`config.mk`:
```
export PLATFORM = sky130hd
export DESIGN_NAME = bin2bcd_seq
export DESIGN_NICKNAME = d
export VERILOG_FILES = /design/src/rtl/bin2bcd_seq.sv
export SDC_FILE = /design/constraint.sdc
export NUM_CORES = 1
export LEC_CHECK = 0
export ABC_AREA = 1
export CORE_MARGIN = 3
export CORE_UTILIZATION = 38
export DETAILED_ROUTE_END_ITERATION = 8
export SKIP_LAST_GASP = 1
export SYNTH_ARGS = -nofsm -noshare
export SYNTH_HDL_FRONTEND = slang
export SYNTH_SLANG_ARGS = --single-unit
```
`constraint.sdc`:
```
create_clock -name clk -period 1.5 [get_ports clk]
set_input_delay 0.3 -clock clk [delete_from_list [all_inputs] [get_ports clk]]
set_output_delay 0.3 -clock clk [all_outputs]
set_load 0.02 [all_outputs]
```
`src/rtl/bin2bcd_seq.sv`:
```
// Sequential binary-to-BCD converter (shift-add-3, one iteration per clock).
// Define BIN2BCD_BLANK_LZ_EN to add the registered leading-zero blanking output.
module bin2bcd_seq #(
    parameter int BIN_W  = 8,
    parameter int DIGITS = 3
) (
    input  logic                  clk,
    input  logic                  rst_n,
    input  logic                  start,
    input  logic [BIN_W-1:0]      bin,
    output logic                  busy,
    output logic                  done,
    output logic [4*DIGITS-1:0]   bcd,
    output logic                  overflow,
`ifdef BIN2BCD_BLANK_LZ_EN
    output logic [DIGITS-1:0]     blank,
`endif
    output logic [1:0]            dbg_state
);

    // Handshake: start is sampled only in IDLE (never queued); the accepting
    // edge captures bin. done is a one-cycle pulse that marks bcd/overflow as
    // freshly updated; both hold their value until the next done.

    localparam int BCD_W = 4 * DIGITS;
    localparam int CNT_W = $clog2(BIN_W + 1);

    localparam logic [1:0] ST_IDLE  = 2'd0;
    localparam logic [1:0] ST_SHIFT = 2'd1;
    localparam logic [1:0] ST_DONE  = 2'd2;

    logic [1:0]       state;
    logic [BIN_W-1:0] work_bin;
    logic [BCD_W-1:0] work_bcd;
    logic             ovf_sticky;
    logic [CNT_W-1:0] cnt;

    logic [BCD_W-1:0] adj_bcd;
    logic [BCD_W-1:0] next_bcd;
    logic             next_ovf;
    logic             last_iter;

    // Per-digit add-3 correction; digits never carry into each other.
    always_comb begin
        adj_bcd = work_bcd;
        for (int i = 0; i < DIGITS; i++) begin
            if (work_bcd[4*i +: 4] >= 4'd5) begin
                adj_bcd[4*i +: 4] = work_bcd[4*i +: 4] + 4'd3;
            end
        end
    end

    // The bit leaving the top digit would have started another digit, so it
    // marks overflow; the lower digits are unaffected and stay bin mod 10^DIGITS.
    assign next_bcd  = {adj_bcd[BCD_W-2:0], work_bin[BIN_W-1]};
    assign next_ovf  = ovf_sticky | adj_bcd[BCD_W-1];
    assign last_iter = (cnt == CNT_W'(BIN_W - 1));

    always_ff @(posedge clk or negedge rst_n) begin
        if (!rst_n) begin
            state      <= ST_IDLE;
            work_bin   <= '0;
            work_bcd   <= '0;
            ovf_sticky <= 1'b0;
            cnt        <= '0;
            bcd        <= '0;
            overflow   <= 1'b0;
        end else begin
            case (state)
                ST_IDLE: begin
                    if (start) begin
                        work_bin   <= bin;
                        work_bcd   <= '0;
                        ovf_sticky <= 1'b0;
                        cnt        <= '0;
                        state      <= ST_SHIFT;
                    end
                end
                ST_SHIFT: begin
                    work_bin   <= {work_bin[BIN_W-2:0], 1'b0};
                    work_bcd   <= next_bcd;
                    ovf_sticky <= next_ovf;
                    cnt        <= cnt + CNT_W'(1);
                    if (last_iter) begin
                        bcd      <= next_bcd;
                        overflow <= next_ovf;
                        state    <= ST_DONE;
                    end
                end
                ST_DONE: begin
                    state <= ST_IDLE;
                end
                default: begin
                    state <= ST_IDLE;
                end
            endcase
        end
    end

`ifdef BIN2BCD_BLANK_LZ_EN
    logic [DIGITS-1:0] blank_next;
    logic              hi_zero;

    // Digit 0 is never blanked so a zero value still shows a single "0".
    always_comb begin
        blank_next = '0;
        hi_zero    = 1'b1;
        for (int i = DIGITS - 1; i >= 1; i--) begin
            hi_zero       = hi_zero & (next_bcd[4*i +: 4] == 4'd0);
            blank_next[i] = hi_zero;
        end
    end

    always_ff @(posedge clk or negedge rst_n) begin
        if (!rst_n) begin
            blank <= '0;
        end else if (state == ST_SHIFT && last_iter) begin
            blank <= blank_next;
        end
    end
`endif

    assign busy      = (state == ST_SHIFT);
    assign done      = (state == ST_DONE);
    assign dbg_state = state;

endmodule

```
# After elaboration in Yosys (flattened, before gate mapping)
# Cells that the tools add are included.
[word_totals] word_cells=39 register_bits=40 inputBits=11 output_inout_bits=17
[op_classes] n_eq_ne=5 n_reduce_logical=5 add_sub_neg=4 n_mux=14 n_lt_le_gt_ge=3 bitwise=1
[ops] op="one-hot mux 12 bit (2 select lines)" n=1
[ops] op="2-to-1 mux 4 bit" n=4
[ops] op="one-hot mux 8 bit (2 select lines)" n=1
[ops] op="adder 4 x 2 -> 4 bit, second input constant" n=3
[ops] op=">= comparator 4 x 3 -> 1 bit, second input constant" n=3
[ops] op="2-to-1 mux 12 bit" n=1
[ops] op="2-to-1 mux 8 bit" n=1
[ops] op="one-hot mux 4 bit (2 select lines)" n=1
[ops] op="AND reduction 2 bit" n=3
[ops] op="adder 4 x 1 -> 4 bit, second input constant" n=1
[ops] op="== test 4 x 3 -> 1 bit, second input constant" n=1
[ops] op="2-to-1 mux 2 bit" n=2
[ops] op="one-hot mux 2 bit (2 select lines)" n=1
[ops] op="== test 2 x 1 -> 1 bit, second input constant" n=1
[ops] op="== test 2 bit, second input constant" n=1
[ops] op="zero test 2 bit" n=1
[ops] op="inequality test 2 x 1 -> 1 bit, second input constant" n=1
[ops] op="inequality test 2 bit, second input constant" n=1
[ops] op="one-hot mux 1 bit (2 select lines)" n=1
[ops] op="nonzero test 2 bit" n=1
[ops] op="2-to-1 mux 1 bit" n=1
[ops] op="OR 1 bit" n=1

# Logic depth before layout (Yosys ltp)
# Gate-level depths: netlist (run 1).
[logic_depth] ltp_word=4 mapped_depth=8 ltp_nobuf=8

# Worst setup path after synthesis (run 1)
# OpenSTA, ideal clock, no wires.
[synth_path] path_kind="reg-to-reg" startpoint="register work_bcd[4]" endpoint="register work_bcd[6]" t_arrival_ns=1.234 n_path_buf=0 period_less_slack_ns=1.299 required_ns=1.435 setup_time_ns=0.065 setup_slack_ns=0.201 path_stages_with_launch=9 path_cell_list="dfrtp_1 > inv_1 > ha_1 > inv_1 > o21ai_0 > nand2_1 > nand2_1 > nand3_1 > nand2_1"
[synth_via] elab_chain_cells=3 elab_cells_between_ends=4 cone_classes="add/sub: 1; order compare: 1; mux: 2"
[synth_lines] item="start: declaration" line="34" text="logic [BCD_W-1:0] work_bcd;"
[synth_lines] item="start signal: assignment" line="81" text="work_bcd <= next_bcd;"
[synth_lines] item="adder 4 x 2 -> 4 bit / >= comparator 4 x 3 -> 1 bit (equally long branches)" line="48, 47"
[synth_lines] item="2-to-1 mux 4 bit *" line="47" text="if (work_bcd[4*i +: 4] >= 4'd5) begin"
[synth_lines] item="one-hot mux 12 bit (2 select lines) *" line="69" text="case (state)"
# Mark *: on every way between the ends. The rest lies on a longest branch, timed or not.
# A chain may end at the register's enable or synchronous reset.

# Final worst setup path (run 1)
[layout_path] startpoint="register state[1], in the netlist dbg_state[1]" endpoint="output dbg_state[1]"
[layout_lines] item="start: declaration" line="32" text="logic [1:0] state;"
[layout_lines] item="start signal: assignment" line="61" text="state <= ST_IDLE;"
[layout_lines] item="start signal: assignment" line="76" text="state <= ST_SHIFT;"
[layout_lines] item="start signal: assignment" line="87" text="state <= ST_DONE;"
[layout_lines] item="end: declaration" line="18" text="output logic [1:0] dbg_state"
# No word-level cell between the ends.

==> results of run 1 <==
[synthesized netlist by cell type, drive strengths merged]
cell type | count | area [µm²]
ha | 7 | 87.6
dfrtp | 40 | 1000
nand3 | 31 | 155
a21oi | 3 | 15.0
nand2 | 93 | 367
mux2i | 1 | 10.0
xor2 | 1 | 8.76
inv | 23 | 86.3
a22o | 1 | 8.76
o21ai | 16 | 80.1
nor2 | 7 | 38.8
o211ai | 2 | 15.0
buf | 5 | 46.3
o22ai | 3 | 18.8
[final cells by class]
type / count / area [µm²]
clock inverter: 1 / 30.0
timing repair buffer: 39 / 338
inverter: 23 / 86.3
clock buffer: 7 / 96.3
multi-input combinational: 165 / 816
tap: 67 / 83.8
fill: 484 / 2360
sequential: 40 / 1000
[worst min path at each step]
stage                                to  slack (ps)  cells past startpoint
6_report             bcd[2]$_DFFE_PN0P_         480                      2
5_1_grt              bcd[3]$_DFFE_PN0P_         500                      2
4_1_cts          ovf_sticky$_DFFE_PN0P_         490                      2
3_5_place_dp    work_bcd[9]$_DFFE_PN0P_         290                      2
3_3_place_gp   work_bcd[10]$_DFFE_PN0P_         290                      2
2_1_floorplan        bcd[0]$_DFFE_PN0P_           4                      0
[repair_timing]
action / in CTS / in global routing
resized for setup: 21 / 10
setup buffers: 0 / 3
gates cloned: 0 / 0
setup endpoints to repair: 17 / 23
pin swaps: 0 / 2
hold buffers: 1 / 0
endpoints found under the hold margin: 40 / 0
[per-layer routing]
| metal | vias to the layer above | wire length (µm) | global-route usage |
|---|---|---|---|
| met5 | - | 0 | 0 |
| met4 | 0 | 23 | 0.0463 |
| met3 | 2 | 168 | 0.0429 |
| met2 | 27 | 1830 | 0.230 |
| met1 | 765 | 2030 | 0.192 |
| li1 | 836 | - | - |
[cells by family (layout without fill, tap and decap cells)]
kind of cell,count (synthesis),after routing,synth area share
AO/OA/AOI/OAI,25,25,0.0710
XOR/XNOR,1,1,0.00452
adder cells (fa/ha/maj),7,7,0.0452
buffers and inverters,28,70,0.0684
flip-flops,40,40,0.516
multiplexers,1,1,0.00516
AND/OR/NAND/NOR,131,131,0.289
[per-stage QoR]
stage                     setup TNS, ps  power [mW]  setup slack [ps]
final                                 0        5.26              73.0
after global routing                  0        5.75              10.0
after CTS                         -95.5        5.26             -95.5
after detailed placement          -41.7        4.41             -28.7
after global placement            -47.5        4.36             -47.5
after floorplan                       0        3.54               201
[registers in the layout, summed over array words and instances (netlist names)]
register	cells
bcd	12
work_bcd	12
work_bin	8
cnt	4
dbg_state	2
overflow	1
ovf_sticky	1
[critical path: cells and delay by family, from the launching register on]
family   cells  cell delay, ps
buf+inv      2             450
flops        1             390
[power by group]
part	internal, mW	leakage (nW)	switching (mW)
clock network	0.587	0.0645	0.367
registers	1.55	0.505	0.332
logic	0.923	0.711	1.50
==> results.yml, run 1 <==
grt:
  grt_max_degree: 41
  antenna_found_initial: 0
  grtUsageTotal: 0.145
  gr-total-overflow: 0
  grt_pass1_vias: 1496
  grt_pass1_wl_um: 6930
pwr:
  vdd_drop_max_mv: 0.764
  powerDensity_mw_per_mm2: 2150
  power.leakage_nw: 1.28
yosys:
  seq_area_frac_synth: 0.516
  synth_cell_types: 21
  syn_avg_cell_area_um2: 8.32
  synth-seq-cells: 40
  syn_area_mm2: 0.00194
  syn_inst: 233
  ys_warn_count: 0
  syn_nets: 251
floorplanning:
  dieWidth_um: 77.4
  num_rows: 25
  core_region_area_mm2: 0.00482
  fp.dieArea_mm2: 0.00599
  start_util: 0.402
  io_pins: 28
  die_y_um: 77.4
placed_design:
  dpl_cell_area_mm2: 0.00231
  port_buffers: 27
  gp_congestion: 0.739
  placedCellCount: 330
  dp.final_hpwl_um: 2800
cts:
  cts_root_buf: "clkbuf_8"
  numClockSinks: 40
  h-tree-depth: 2
  clock_path_buffers: 2
  cts_tree: "yes"
  clkLatencyLatePin_ps: 280
  cts.clk_slew.worst_paths_ps: 80
  cts_made_buffers: 5
critical_path:
  startpoint_type: "register"
  cpMaxStageDelayCell: "dfrtp_1"
  critPathCapture: "dbg_state[1]"
  r2r_slack_ps: 170
  cp_max_fo: 2
  crit_required_ps: 1200
  r2r_end: "bcd[9]$_DFFE_PN0P_"
  endpoint_kind: "output pin"
  cp_cell_sequence: "buf_4 -> dlygate4sd2_1"
  crit_type: "register to output pin"
  r2r_cells: 7
  cpPeakStageDelay_ps: 390
  rr_startpoint: "work_bcd[9]$_DFFE_PN0P_"
  cp.arrival_ps: 1130
  crit_start: "dbg_state[1]$_DFFE_PN0P_"
drt:
  drt_iter0_markers: 65
  ant_nets: 0
  drc: 0
  vias: 1630
  wl_per_cell_um: 11.8
  wirelength_um: 4050
  viasPerCell: 4.77
  first_pass_iters: 4
timing:
  final_hold_viol_count: 0
  skew_ps: 2.69
  fmax_mhz: 701
  drv_slew: 0
  fin_crit_sh: 0.951
  slew_headroom: 0.776
  tightest_slew_ps: 336
  rsz0062_at_grt: "no"
  post-route-min-period_ps: 1430
  holdWs_ps: 478
  timing.final.setup_violations: 0
job:
  drv_cap: 0
layout:
  fin_util: 0.509
  fin_area_mm2: 0.00245
  final_common_cell: "nand2_1"
  insertedDiodeCount: 0
  fin_cells: 342
  nNetsFinal: 292
  layout_common_cells: "90 x nand2_1, 39 x dfrtp_1, 31 x nand3_1"
  areaGrowthSynthToFinish_pct: 26.5
  final_layout_size_suffix_gt1_frac: 0.135
status:
  status: "completed"
hold_path:
  hp-start: "bcd[2]$_DFFE_PN0P_"
  hold_class: "register to register"
Power figures use the tool's default switching activity.
==> run 2: changes to the inputs <==
RECOVER_POWER = 25   (was unset)
==> results.yml, run 2 (synthesis results as in run 1) <==
pwr:
  p_switching_mw: 2.19
  pwr-share-comb: 0.461
  vdd_drop_max_mv: 0.765
  power.total_mw: 5.25
  power.leakage_nw: 1.28
  p_seq_frac: 0.358
  powerDensity_mw_per_mm2: 2150
  pwr-share-clk: 0.182
  p_int_mw: 3.05
  p_sw_frac: 0.418
drt:
  viasPerCell: 4.77
  drc: 0
  vias: 1630
  wirelength_um: 4020
  first_pass_iters: 4
  ant_nets: 0
  drt_iter0_markers: 76
  wl_per_cell_um: 11.8
hold_path:
  holdPathStages: 2
  hold_class: "register to register"
grt:
  gr-total-overflow: 0
  grtUsageTotal: 0.145
  grt_pass1_vias: 1496
  grt_pass1_wl_um: 6930
  antenna_found_initial: 0
  grt_max_degree: 41
layout:
  nNetsFinal: 292
  fin_cells: 342
  insertedDiodeCount: 0
  final_layout_size_suffix_gt1_frac: 0.135
  fin_util: 0.506
  fin_area_mm2: 0.00244
  final_common_cell: "nand2_1"
  areaGrowthSynthToFinish_pct: 25.9
  reg.largest.list: "bcd (12), work_bcd (12), work_bin (8)"
  n_fill_cell: 486
  layout_common_cells: "90 x nand2_1, 39 x dfrtp_1, 31 x nand3_1"
cts:
  cts.clk_slew.worst_paths_ps: 70
  numClockSinks: 40
  clkLatencyLatePin_ps: 290
  h-tree-depth: 2
  clock_path_buffers: 2
  cts_made_buffers: 5
  cts_root_buf: "clkbuf_8"
  cts_tree: "yes"
timing:
  tightest_slew_ps: 537
  rsz0062_at_grt: "no"
  post-route-min-period_ps: 1430
  setup_tns_ps: 0
  skew_ps: 2.71
  slew_headroom: 0.642
  timing.final.setup_violations: 0
  fin_ws_ps: 72.7
  fmax_mhz: 701
  fin_crit_sh: 0.952
  drv_slew: 0
  final_hold_viol_count: 0
  holdWs_ps: 478
job:
  drv_cap: 0
placed_design:
  placedCellCount: 330
  gp_congestion: 0.739
  dpl_cell_area_mm2: 0.00231
  dp_slack_ps: -28.7
  port_buffers: 27
  dp.final_hpwl_um: 2800
status:
  status: "completed"
critical_path:
  crit_type: "register to output pin"
  r2r_cells: 7
  startpoint_type: "register"
  cp.arrival_ps: 1130
  cp_max_fo: 2
  crit_required_ps: 1200
  endpoint_kind: "output pin"
floorplanning:
  dieWidth_um: 77.4
  io_pins: 28
  die_y_um: 77.4
  core_region_area_mm2: 0.00482
  num_rows: 25
  start_util: 0.402
  fp.dieArea_mm2: 0.00599
## run 2: power by group through the flow
stage               clock network (mW)  registers (mW)  logic [mW]
global route                      1.02            1.94        2.78
global placement                     0            1.88        2.48
floorplan                            0            2.03        1.52
finish                           0.952            1.88        2.42
CTS                              0.996            1.87        2.40
detailed placement                   0            1.89        2.52
## run 2: worst paths after layout
| path | startpoint | end | slack [ps] |
|---|---|---|---|
| setup / recovery | dbg_state[1]$_DFFE_PN0P_ | dbg_state[1] | 70 |
| hold / removal | bcd[9]$_DFFE_PN0P_ | bcd[9]$_DFFE_PN0P_ | 480 |
| setup reg to reg | work_bcd[9]$_DFFE_PN0P_ | bcd[9]$_DFFE_PN0P_ | 180 |
| hold reg to reg | bcd[9]$_DFFE_PN0P_ | bcd[9]$_DFFE_PN0P_ | 480 |
| max in group asynchronous | rst_n | work_bcd[8]$_DFFE_PN0P_ | 470 |
| min in group asynchronous | rst_n | work_bcd[9]$_DFFE_PN0P_ | 640 |
## run 2: area by class of cell
| type | count | area [µm²] | area share |
|---|---|---|---|
| Sequential cell | 40 | 1000 | 0.411 |
| Multi-Input combinational cell | 165 | 816 | 0.334 |
| Timing Repair Buffer | 39 | 325 | 0.133 |
| Clock buffer | 7 | 96.3 | 0.0395 |
| Inverter | 23 | 86.3 | 0.0354 |
| Tap cell | 67 | 83.8 | 0.0344 |
| Clock inverter | 1 | 30.0 | 0.0123 |
## run 2: what timing repair did
action                                  4_1_cts  5_1_grt
gates resized for setup                      21       10
pin swaps                                     0        2
endpoints found under the setup margin       17       23
hold buffers                                  1        0
endpoints found under the hold margin        40        0
gates cloned                                  0        0
buffers inserted                              0        3
## run 2: metal layers
layer  GRT usage  wire length [µm]
met1       0.192              1970
met3      0.0429               172
met5           0                 0
met4      0.0463                20
met2       0.230              1860
## run 2: worst max-delay path, stage by stage, from the launching register on
cell and delay [ps]:
dfrtp_1 390, buf_4 130, dlygate4sd2_1 320
